--- src/rtl/a_s_sched.sv ---
// a_s_sched: two-requester round-robin scheduler around one shared 8-bit
// add/sub slice. Each 16-bit operation takes a low-byte and a high-byte pass
// (LO, HI), then one DONE cycle carrying the requester's ack.
module a_s_sched (
    input  logic        clk,
    input  logic        rst,
    input  logic        req0,
    input  logic [15:0] a0,
    input  logic [15:0] b0,
    input  logic        s0,
    input  logic        req1,
    input  logic [15:0] a1,
    input  logic [15:0] b1,
    input  logic        s1,
    output logic        ack0,
    output logic        ack1,
    output logic        busy,
    output logic        gnt,
    output logic [15:0] sum16,
    output logic        cout16,
    output logic        ovf16
);

    typedef enum logic [1:0] {IDLE, LO, HI, DONE} state_t;

    state_t      state_q, state_d;
    logic        gnt_q, gnt_d;
    logic        last_q, last_d;
    logic [15:0] sum_q, sum_d;
    logic        cout_q, cout_d;
    logic        ovf_q, ovf_d;
    logic [15:0] a_q, a_d;
    logic [15:0] b_q, b_d;
    logic        s_q, s_d;
    logic [7:0]  lo_q, lo_d;
    logic        c_lo_q, c_lo_d;

    logic        win;
    logic [7:0]  slice_x;
    logic [7:0]  slice_y;
    logic        slice_cin;
    logic [8:0]  slice_r;
    logic        y_sign;

    // Round-robin pick: a lone request wins; on contention the one not granted last wins.
    assign win = (req0 && req1) ? ~last_q : req1;

    // The single shared 8-bit slice, steered onto the low or high byte by state.
    always_comb begin
        // NOTE: combinational logic uses blocking '=' and gives every output a
        // default first, so no path leaves a signal unassigned (no latch).
        slice_x   = a_q[7:0];
        slice_y   = b_q[7:0];
        slice_cin = s_q;
        if (state_q == HI) begin
            slice_x   = a_q[15:8];
            slice_y   = b_q[15:8];
            slice_cin = c_lo_q;
        end
        slice_r = {1'b0, slice_x} + {1'b0, slice_y ^ {8{s_q}}} + {8'd0, slice_cin};
        y_sign  = b_q[15] ^ s_q;
    end

    // Next-state and datapath update for the IDLE -> LO -> HI -> DONE sequence.
    always_comb begin
        state_d = state_q;
        gnt_d   = gnt_q;
        last_d  = last_q;
        sum_d   = sum_q;
        cout_d  = cout_q;
        ovf_d   = ovf_q;
        a_d     = a_q;
        b_d     = b_q;
        s_d     = s_q;
        lo_d    = lo_q;
        c_lo_d  = c_lo_q;
        unique case (state_q)
            IDLE: begin
                if (req0 || req1) begin
                    gnt_d   = win;
                    last_d  = win;
                    a_d     = win ? a1 : a0;
                    b_d     = win ? b1 : b0;
                    s_d     = win ? s1 : s0;
                    state_d = LO;
                end
            end
            LO: begin
                lo_d    = slice_r[7:0];
                c_lo_d  = slice_r[8];
                state_d = HI;
            end
            HI: begin
                sum_d   = {slice_r[7:0], lo_q};
                cout_d  = slice_r[8];
                ovf_d   = (a_q[15] == y_sign) && (slice_r[7] != a_q[15]);
                state_d = DONE;
            end
            DONE: begin
                state_d = IDLE;
            end
            default: state_d = IDLE;
        endcase
    end

    // Control and visible result registers; reset wins over any operation in flight.
    always_ff @(posedge clk) begin
        // NOTE: sequential state uses non-blocking '<=' so every flop samples
        // the pre-edge values regardless of statement order.
        if (rst) begin
            state_q <= IDLE;
            gnt_q   <= 1'b0;
            last_q  <= 1'b1;
            sum_q   <= 16'd0;
            cout_q  <= 1'b0;
            ovf_q   <= 1'b0;
        end else begin
            state_q <= state_d;
            gnt_q   <= gnt_d;
            last_q  <= last_d;
            sum_q   <= sum_d;
            cout_q  <= cout_d;
            ovf_q   <= ovf_d;
        end
    end

    // Operand and low-byte staging registers.
    always_ff @(posedge clk) begin
        // NOTE: these are left unreset on purpose: they are always written in
        // IDLE/LO before being read, so a reset would only cost logic.
        a_q    <= a_d;
        b_q    <= b_d;
        s_q    <= s_d;
        lo_q   <= lo_d;
        c_lo_q <= c_lo_d;
    end

    assign busy   = (state_q != IDLE);
    assign ack0   = (state_q == DONE) && !gnt_q;
    assign ack1   = (state_q == DONE) && gnt_q;
    assign gnt    = gnt_q;
    assign sum16  = sum_q;
    assign cout16 = cout_q;
    assign ovf16  = ovf_q;

endmodule

--- config.mk ---
export PLATFORM = sky130hd
export DESIGN_NAME = a_s_sched
export DESIGN_NICKNAME = d
export VERILOG_FILES = /design/src/rtl/a_s_sched.sv
export SDC_FILE = /design/constraint.sdc
export NUM_CORES = 1
export LEC_CHECK = 0
export ABC_AREA = 1
export ABC_CLOCK_PERIOD_IN_PS = 8600
export CORE_UTILIZATION = 46
export DETAILED_ROUTE_END_ITERATION = 16
export PLACE_DENSITY = 0.89
export RECOVER_POWER = 100
export SLEW_MARGIN = 0
export SYNTH_ARGS = -nofsm -noshare
export SYNTH_HDL_FRONTEND = slang
export SYNTH_SLANG_ARGS = --single-unit
--- constraint.sdc ---
create_clock -name clk -period 8.6 [get_ports clk]
set_clock_uncertainty 0.2 [all_clocks]
set_input_delay 1.29 -clock clk [delete_from_list [all_inputs] [get_ports clk]]
set_output_delay 1.29 -clock clk [all_outputs]
set_load 0.01 [all_outputs]
# --- Word-level counts from Yosys, hierarchy flattened ---
# Cells that the tools add are included.
totals:
  n_memories: 0
  rom_bits: 0
  regBits: 64
  ram_bits: 0
  output_inout_bits: 22
  latchBits: 0
  wordCells: 40
classes:
  n_bitwise: 3
  addsub: 2
  multipliers: 0
  n_reduce_logical: 9
  n_div: 0
  magnitude_cmp: 0
  shifts: 0
  n_eq_ne: 6
  muxes: 9
op_table:
  columns: ["cell", "count"]
  rows:
  - ["$mux 16", 2]
  - ["$mux 8", 2]
  - ["$add 8x8->9", 1]
  - ["$add 9x1->9", 1]
  - ["$pmux 2 s4", 1]
  - ["$xor 8x8->8", 1]
  - ["$eq 2x2->1 const B", 2]
  - ["$logic_and 1x1->1", 4]
  - ["$mux 1", 3]
  - ["$eq 2x1->1 const B", 1]
  - ["$logic_not 2->1", 1]
  - ["$mux 2", 1]
  - ["$ne 2x2->1 const B", 1]
  - ["$reduce_and 2->1", 1]
  - ["$reduce_bool 2->1", 1]
  - ["$eq 1x1->1", 1]
  - ["$logic_not 1->1", 1]
  - ["$logic_or 1x1->1", 1]
  - ["$ne 1x1->1", 1]
  - ["$not 1->1", 1]
  - ["$xor 1x1->1", 1]

# --- Longest topological paths before layout ---
# Gate-level depths: netlist of run 1.
logic_depth:
  ltp_word: 7
  mapped_depth: 18
  mapped_depth_nobuf: 17

# --- Least setup slack after synthesis of run 1 ---
# Ideal clock, no wire load.
synth_timing:
  path_type: "input -> register"
  from: "in req0"
  to: "reg last_q"
  path_stages: 5
  t_arrival_ps: 3341
  required_ps: 8278
  setup_slack_ps: 4937
  setup_ps: 122
  cell_sequence: "inv_1 -> a21oi_1 -> inv_1 -> nand2_1 -> nand3_1"
synth_between:
  elab_chain_cells: 2
  elab_cells_between_ends: 4
  classes_between: "1 x mux; 3 x reduce/logical"
synth_lines:
  columns: ["element", "line", "rtl"]
  rows:
  - ["start, declared", "7", "input logic req0,"]
  - ["$logic_and 1x1->1 or $logic_or 1x1->1 (tied branches)", "46, 79", null]
  - ["$mux 1 or $reduce_and 2->1 (tied branches)", null, null]
  - ["end signal, assigned", "120", "last_q <= last_d;"]
  - ["end, declared", "28", "logic last_q, last_d;"]
# Several ways; a longest one is shown, not always the timed one.
# A chain may end at the register's enable or synchronous reset.

# --- Worst setup path after layout of run 1 ---
layout_timing:
  from: "reg state_q[0]"
  to: "reg cout_q (netlist: cout16)"
layout_between:
  elab_chain_cells: 5
  elab_cells_between_ends: 7
  classes_between: "2 x add/sub; 1 x eq/ne; 3 x mux; 1 x bitwise"
layout_lines:
  columns: ["element", "line", "rtl"]
  rows:
  - ["start, declared", "26", "state_t state_q, state_d;"]
  - ["start signal, assigned", "118", "state_q <= state_d;"]
  - ["$eq 2x2->1 (*)", "55", "if (state_q == HI) begin"]
  - ["$mux 8", "55", null]
  - ["$xor 8x8->8", "60", "slice_r = {1'b0, slice_x} + {1'b0, slice_y ^ {8{s_q}}} + {8'd0, slice_cin};"]
  - ["$add 8x8->9", "60", null]
  - ["$add 9x1->9 (*)", "60", null]
  - ["net slice_r[8]", "42", "logic [8:0] slice_r;"]
  - ["end signal, assigned", "122", "cout_q <= cout_d;"]
  - ["end, declared", "30", "logic cout_q, cout_d;"]
# Mark *: on every way through the listed nets, which the timed path passes. The rest lies on a longest branch.

==> qor.csv, run 1 <==
stage;metric;value;unit
floorplan;row cnt;30;
min_path;Tightest Hold Check Type;register to register;
critical_path;Req. time, crit path;8.64;ns
yosys;most numerous cell in the Yosys netlist;nand2_1;
final_layout;Multi-input gate area;0.00132;mm2
global_routing;initial antenna violation count;0;
placed_design;GP Congestion;0.835;
yosys;average cell area after synthesis;8.45;um2
critical_path;Worst R2R Start;state_q[0];
yosys;Unique masters post-synth;26;
pwr;Flop pwr share;0.353;
yosys;largest family of logic cells by synthesized area;simple AND/OR/NAND/NOR gates;
yosys;xor-xnor portion of the synthesized cell area;0.0379;
timing;final hold vios;0;
status;status;finished, violations left;
timing;setup ws final;3.48;ns
yosys;Mapped Cells;383;
timing;Worst-Margin Slew;3.04;ns
detailed_routing;vias;2684;
global_routing;vias in the first global route;2669;
yosys;Post-synth top cells;nand2_1 (165), edfxtp_1 (42), nor2_1 (32);
floorplan;I/O pins;92;
yosys;asr flop ratio synth;0;
final_layout;layout cells sized above 1;0.0379;
detailed_routing;1st-iter DRT viols;107;
timing;hold slack;0.264;ns
yosys;Synth area leader;edfxtp_1;
yosys;#FFs+latches synth;64;
timing;Setup TNS Final;0;ns
yosys;Post-Synth Simple-Gate Area;0.258;
pwr;total power;1590;uW
timing;Max Freq;195;MHz
clocking;Post-CTS Setup Bufs;0;
pwr;pwr/cell area;367;mW/mm2
placed_design;# port buffers;91;
yosys;adder-cell share of the synthesized area;0.0549;
pwr;Switching Share;0.404;
pwr;leak pwr;0.00205;uW
timing;Max-slew headroom;-1.03;
detailed_routing;post-route ant nets;0;
yosys;Synth top area share;0.390;
critical_path;startpoint types;register;
detailed_routing;detailed-route DRC error count;0;
yosys;post-synthesis mux area share;0.00618;
clocking;CTS Sinks;64;
detailed_routing;vias per cell;4.70;
clocking;CTS buffer count;9;
placed_design;DP Worst Slack;4.55;ns
status;failing checks;max-capacitance violations, max-slew violations;
yosys;Synth area leaders;edfxtp_1 (39%), nand2_1 (19%), dfxtp_1 (14%);
min_path;Worst Hold Launch;last_q;
critical_path;Crit. Startpoint;state_q[0];
yosys;synthesized cell area;0.00324;mm2
clocking;CTS root buffer;clkbuf_8;
clocking;CTS resizes;0;
pwr;Worst IR Drop VDD;131;uV
detailed_routing;drt pass-1 iters;4;
yosys;sequential-to-total area share from yosys stat;0.526;
timing;Slew Limit Fails;75;
yosys;compound-gate portion of the synthesized area;0.0549;
critical_path;top fanout value on the critical path;39;
final_layout;area growth from synthesis to layout;34.2;%
clocking;CTS tree;yes;
yosys;number of synthesized flops with an enable pin;42;
clocking;Longest Clk Path Bufs;2;
floorplan;die width;85.9;um
pwr;Pint;951;uW
final_layout;Ant. Diodes;0;
timing;Final period util;0.595;
timing;RSZ-0062 raised after global routing;false;
clocking;hold buffers post-CTS;0;
job;total of max-cap violations;2;
clocking;H-tree level count;3;
global_routing;remaining global-route overflow;0;
clocking;Clock Pin Slew Worst Setup and Hold Paths;0.07;ns
final_layout;FF/Latch Area;0.00170;mm2
floorplan;Die ar.;0.00738;mm2
placed_design;dpl hpwl;4800;um
detailed_routing;Total Routed Length;6670;um
yosys;Post-Syn Nets;466;
floorplan;Initial Utilization;0.476;
pwr;sw power;644;uW
detailed_routing;wire per inst;11.7;um
final_layout;Fill cells;559;
timing;Final min period;5.12;ns
timing;# setup viols final;0;
global_routing;All-Layer GR Usage;0.197;
pwr;clock share of power;0.144;
critical_path;crit end category;register;
clocking;worst-skew pair later-pin latency;0.34;ns
floorplan;die span in y;85.9;um
critical_path;kind of critical path;register to register;
yosys;dominant register cell in the synthesized netlist;edfxtp_1;
yosys;Ys Warns;0;
global_routing;largest net degree at the start of global routing;40;
floorplan;core area;0.00679;mm2
global_routing;first-pass GRT wire length;11300;um
final_layout;Layout Nets;553;
pwr;Logic pwr share;0.503;
critical_path;WP data arrival;5.15;ns
==> placed cells by master (no fill, tap or decap), types with 2 or more instances in the layout <==
cell and count:
clkinv_2 3, clkbuf_8 9, inv_1 30, dlygate4sd3_1 24
nand3_2 3, nand2_1 169, dfxtp_1 22, a21oi_2 2
ha_1 11, nor2_1 32, nand3_1 6, xor2_1 10
edfxtp_1 42, mux2i_1 2, fa_1 2, clkdlybuf4s50_1 67
a21oi_1 9, clkbuf_1 4, o21ai_0 17, o211ai_1 2
xnor2_1 4
==> layer usage <==
| layer | GRT usage | routed length [um] | vias up |
|---|---|---|---|
| met5 | 0 | 0 | - |
| met4 | 0.0818 | 73 | 0 |
| met3 | 0.0385 | 269 | 11 |
| met2 | 0.370 | 3570 | 73 |
| met1 | 0.216 | 2760 | 1218 |
| li1 | - | - | 1382 |
==> per-stage QoR <==
step                cells  area [um2]  utilization
CTS                   571        4380        0.644
floorplan             383        3240            -
global route          571        4340        0.639
detailed placement    555        4200        0.618
finish                571        4340        0.639
global placement      555        4200        0.618
==> cells by family (layout without fill, tap and decap cells) <==
kind of cell,after synthesis,after routing
AOI/OAI and AO/OA,31,31
DFF,64,64
and+or+nand+nor,212,212
xor gates and xnor gates,14,14
muxes,2,2
adders and majority gates,13,13
buffers and inverters,47,139
==> critical path, stage by stage (launching register included) <==
cell and delay (ns):
dfxtp_1 0.33, inv_1 0.11, ha_1 0.17, clkbuf_1 1.19, inv_1 0.92, nand2_1 0.24, nand2_1 0.11, xnor2_1 0.20
fa_1 0.20, inv_1 0.06, fa_1 0.40, nand3_1 0.11, nand2_1 0.10, nand3_1 0.09, nand2_1 0.08, a21boi_0 0.20
inv_1 0.08, o21ai_0 0.14, inv_1 0.06
==> final timing paths <==
kind / to / slack (ns) / depth (start not counted)
max reg2reg: cout16 / 3.48 / 18
max: cout16 / 3.48 / 18
min: last_q / 0.26 / 2
min reg2reg: last_q / 0.26 / 2
==> power groups by stage <==
stage               clock network [uW]  logic, uW  registers (uW)
finish                             230        802             563
global route                       248        905             576
CTS                                235        838             561
detailed placement                   0        829             567
global placement                     0        781             561
floorplan                            0        583             568
==> sequential cells by signal (all words and copies together) (netlist names) <==
register  flops
a_q          16
b_q          16
c_lo_q        1
cout16        1
gnt           1
last_q        1
lo_q          8
ovf16         1
s_q           1
state_q       2
sum16        16
==> layout make-up <==
class | instances | area share
repair buffers | 92 | 0.211
clock inverters | 3 | 0.00346
flip-flops and latches | 64 | 0.392
inverters | 31 | 0.0268
clock buffers | 13 | 0.0369
multi-input cells | 272 | 0.303
well taps | 96 | 0.0276
Power figures use the tool's default switching activity.
==> run 2, diff against run 1 <==
Settings changed: ABC_CLOCK_PERIOD_IN_PS 8600 to 4800.
Clock period 8.6 ns to 4.8 ns, I/O delays scaled along.
==> run 2 against run 1 <==
  * The run still ends with max-capacitance violations, max-slew violations left
  * Utilization grew 0.52 points
  * Final area grew 0.81%
  * Routed wire length shrank 3.2%
  * Count of clock-buffer cells in the layout grew 1
  * Via count shrank 1.8%
  * Hold slack gained 0.0031 ns
  * Final cell count grew 0.18%
  * Non-clock buffer count grew 1
  * Sequential power grew 79%
==> qor.csv, run 2 (same netlist as run 1, synthesis figures left out) <==
stage;metric;value;unit
critical_path;most frequent cell on the critical path;inv_1;
pwr;leak pwr;0.00207;uW
critical_path;R2R depth;7;
global_routing;largest net degree at the start of global routing;35;
global_routing;remaining global-route overflow;0;
final_layout;area growth from synthesis to layout;35.3;%
global_routing;initial antenna violation count;0;
critical_path;top fanout value on the critical path;34;
status;failing checks;max-capacitance violations, max-slew violations;
timing;# setup viols final;0;
clocking;worst-skew pair later-pin latency;0.35;ns
global_routing;first-pass GRT wire length;11300;um
timing;Worst-Margin Slew;2.92;ns
critical_path;CP Cell Sequence;clkdlybuf4s50_1 -> inv_1 -> a21oi_1 -> inv_1 -> nand2_1 -> nand3_1;
critical_path;kind of critical path;input pin to register;
clocking;Clock Pin Slew Worst Setup and Hold Paths;0.07;ns
pwr;Worst IR Drop VDD;277;uV
clocking;CTS buffer count;9;
final_layout;fin area;0.00438;mm2
placed_design;# port buffers;91;
min_path;Tightest Hold Check Type;register to register;
clocking;CTS resizes;0;
detailed_routing;vias per cell;4.61;
final_layout;most frequent cells in the layout;nand2_1 (167), clkdlybuf4s50_1 (68), edfxtp_1 (42);
critical_path;CP top delay family;compound AO/OA/AOI/OAI gates;
critical_path;startpoint types;input pin;
placed_design;dpl hpwl;4860;um
detailed_routing;vias;2636;
timing;Final min period;3.87;ns
floorplan;Initial Utilization;0.476;
final_layout;Ant. Diodes;0;
clocking;Post-CTS Setup Bufs;0;
clocking;CTS root buffer;clkbuf_8;
status;status;finished, violations left;
timing;final hold vios;0;
global_routing;All-Layer GR Usage;0.201;
placed_design;GP Congestion;0.754;
placed_design;Area after DPL;0.00421;mm2
final_layout;FF/Latch Area;0.00170;mm2
clocking;hold buffers post-CTS;0;
final_layout;Multi-input gate area;0.00132;mm2
critical_path;Buf/Inv on CP;3;
clocking;Longest Clk Path Bufs;2;
critical_path;CP peak stage delay;2.16;ns
min_path;Hold Path Stages;2;
final_layout;layout cells sized above 1;0.0483;
final_layout;Layout Nets;554;
timing;Final period util;0.806;
critical_path;crit end category;register;
detailed_routing;drt pass-1 iters;4;
final_layout;Fill cells;542;
timing;Max-slew headroom;-0.947;
detailed_routing;post-route ant nets;0;
global_routing;vias in the first global route;2679;
detailed_routing;detailed-route DRC error count;0;
timing;RSZ-0062 raised after global routing;false;
timing;Setup TNS Final;0;ns
floorplan;core area;0.00679;mm2
critical_path;Req. time, crit path;4.82;ns
floorplan;Die ar.;0.00738;mm2
critical_path;critical path depth;6;
detailed_routing;Total Routed Length;6450;um
clocking;CTS tree;yes;
job;total of max-cap violations;1;
critical_path;WP data arrival;3.89;ns
final_layout;most common cell after layout, fill and taps aside;nand2_1;
clocking;CTS Sinks;64;
pwr;pwr/cell area;658;mW/mm2
critical_path;Critical-path top delay cell;a21oi_1;
floorplan;die span in y;85.9;um
floorplan;die width;85.9;um
detailed_routing;wire per inst;11.3;um
floorplan;I/O pins;92;
detailed_routing;1st-iter DRT viols;109;
timing;Max Freq;258;MHz
clocking;H-tree level count;3;
timing;Slew Limit Fails;35;
floorplan;row cnt;30;
## run 2: cell types whose count changed in the layout (fill, tap and decap cells not counted), sizes merged
cell,change
buf,+2
clkdlybuf4s50,+1
clkinv,-1
dlygate4sd3,-1
## run 2: per-stage QoR
| step | total power [uW] | hold slack, ns | cells | worst slack (ns) | util |
|---|---|---|---|---|---|
| after detailed placement | 2500 | 0.256 | 556 | 1.24 | 0.620 |
| after global placement | 2410 | 0.246 | 556 | 1.51 | 0.620 |
| after floorplan | 2060 | 0.229 | 383 | 1.71 | - |
| after global routing | 3140 | 0.293 | 572 | 0.615 | 0.645 |
| final | 2880 | 0.268 | 572 | 0.931 | 0.645 |
| after CTS | 2940 | 0.272 | 572 | 1.46 | 0.648 |
## run 2: area by class of cell
class / count / share of cell area
Sequential cell: 64 / 0.389
Multi-Input combinational cell: 272 / 0.302
Timing Repair Buffer: 93 / 0.211
Clock buffer: 14 / 0.0420
Tap cell: 96 / 0.0274
Inverter: 31 / 0.0266
Clock inverter: 2 / 0.00229
## run 2: report_power, final
group	internal [uW]	switching, uW	total (uW)
combinational	567	864	1430
clock	246	199	444
sequential	921	86.6	1010
total	1730	1150	2880
## run 2: path summary, 6_finish.rpt
kind,startpoint,end,slack (ns)
worst max-delay path,req0,last_q,0.93
worst min register to register,last_q,last_q,0.27
worst max register to register,state_q[1],last_q,1.18
worst min-delay path,last_q,last_q,0.27
## run 2: per-layer routing
layer  up-vias  wire (um)  track usage  part of all wire
li1       1384          -            -                 -
met1      1161       2720        0.220              0.42
met2        82       3320        0.355              0.51
met3         9        332       0.0597             0.051
met4         0         76       0.0955             0.012
met5         -          0            0                 0
## run 2: worst reg2reg max path: cells and delay by family (launching register included)
kind	cells	cell delay [ns]
AND/OR/NAND/NOR	2	0.23
AO/OA/AOI/OAI	1	2.15
adder cells (fa/ha/maj)	1	0.20
flip-flops	1	0.34
buffers and inverters	3	0.38
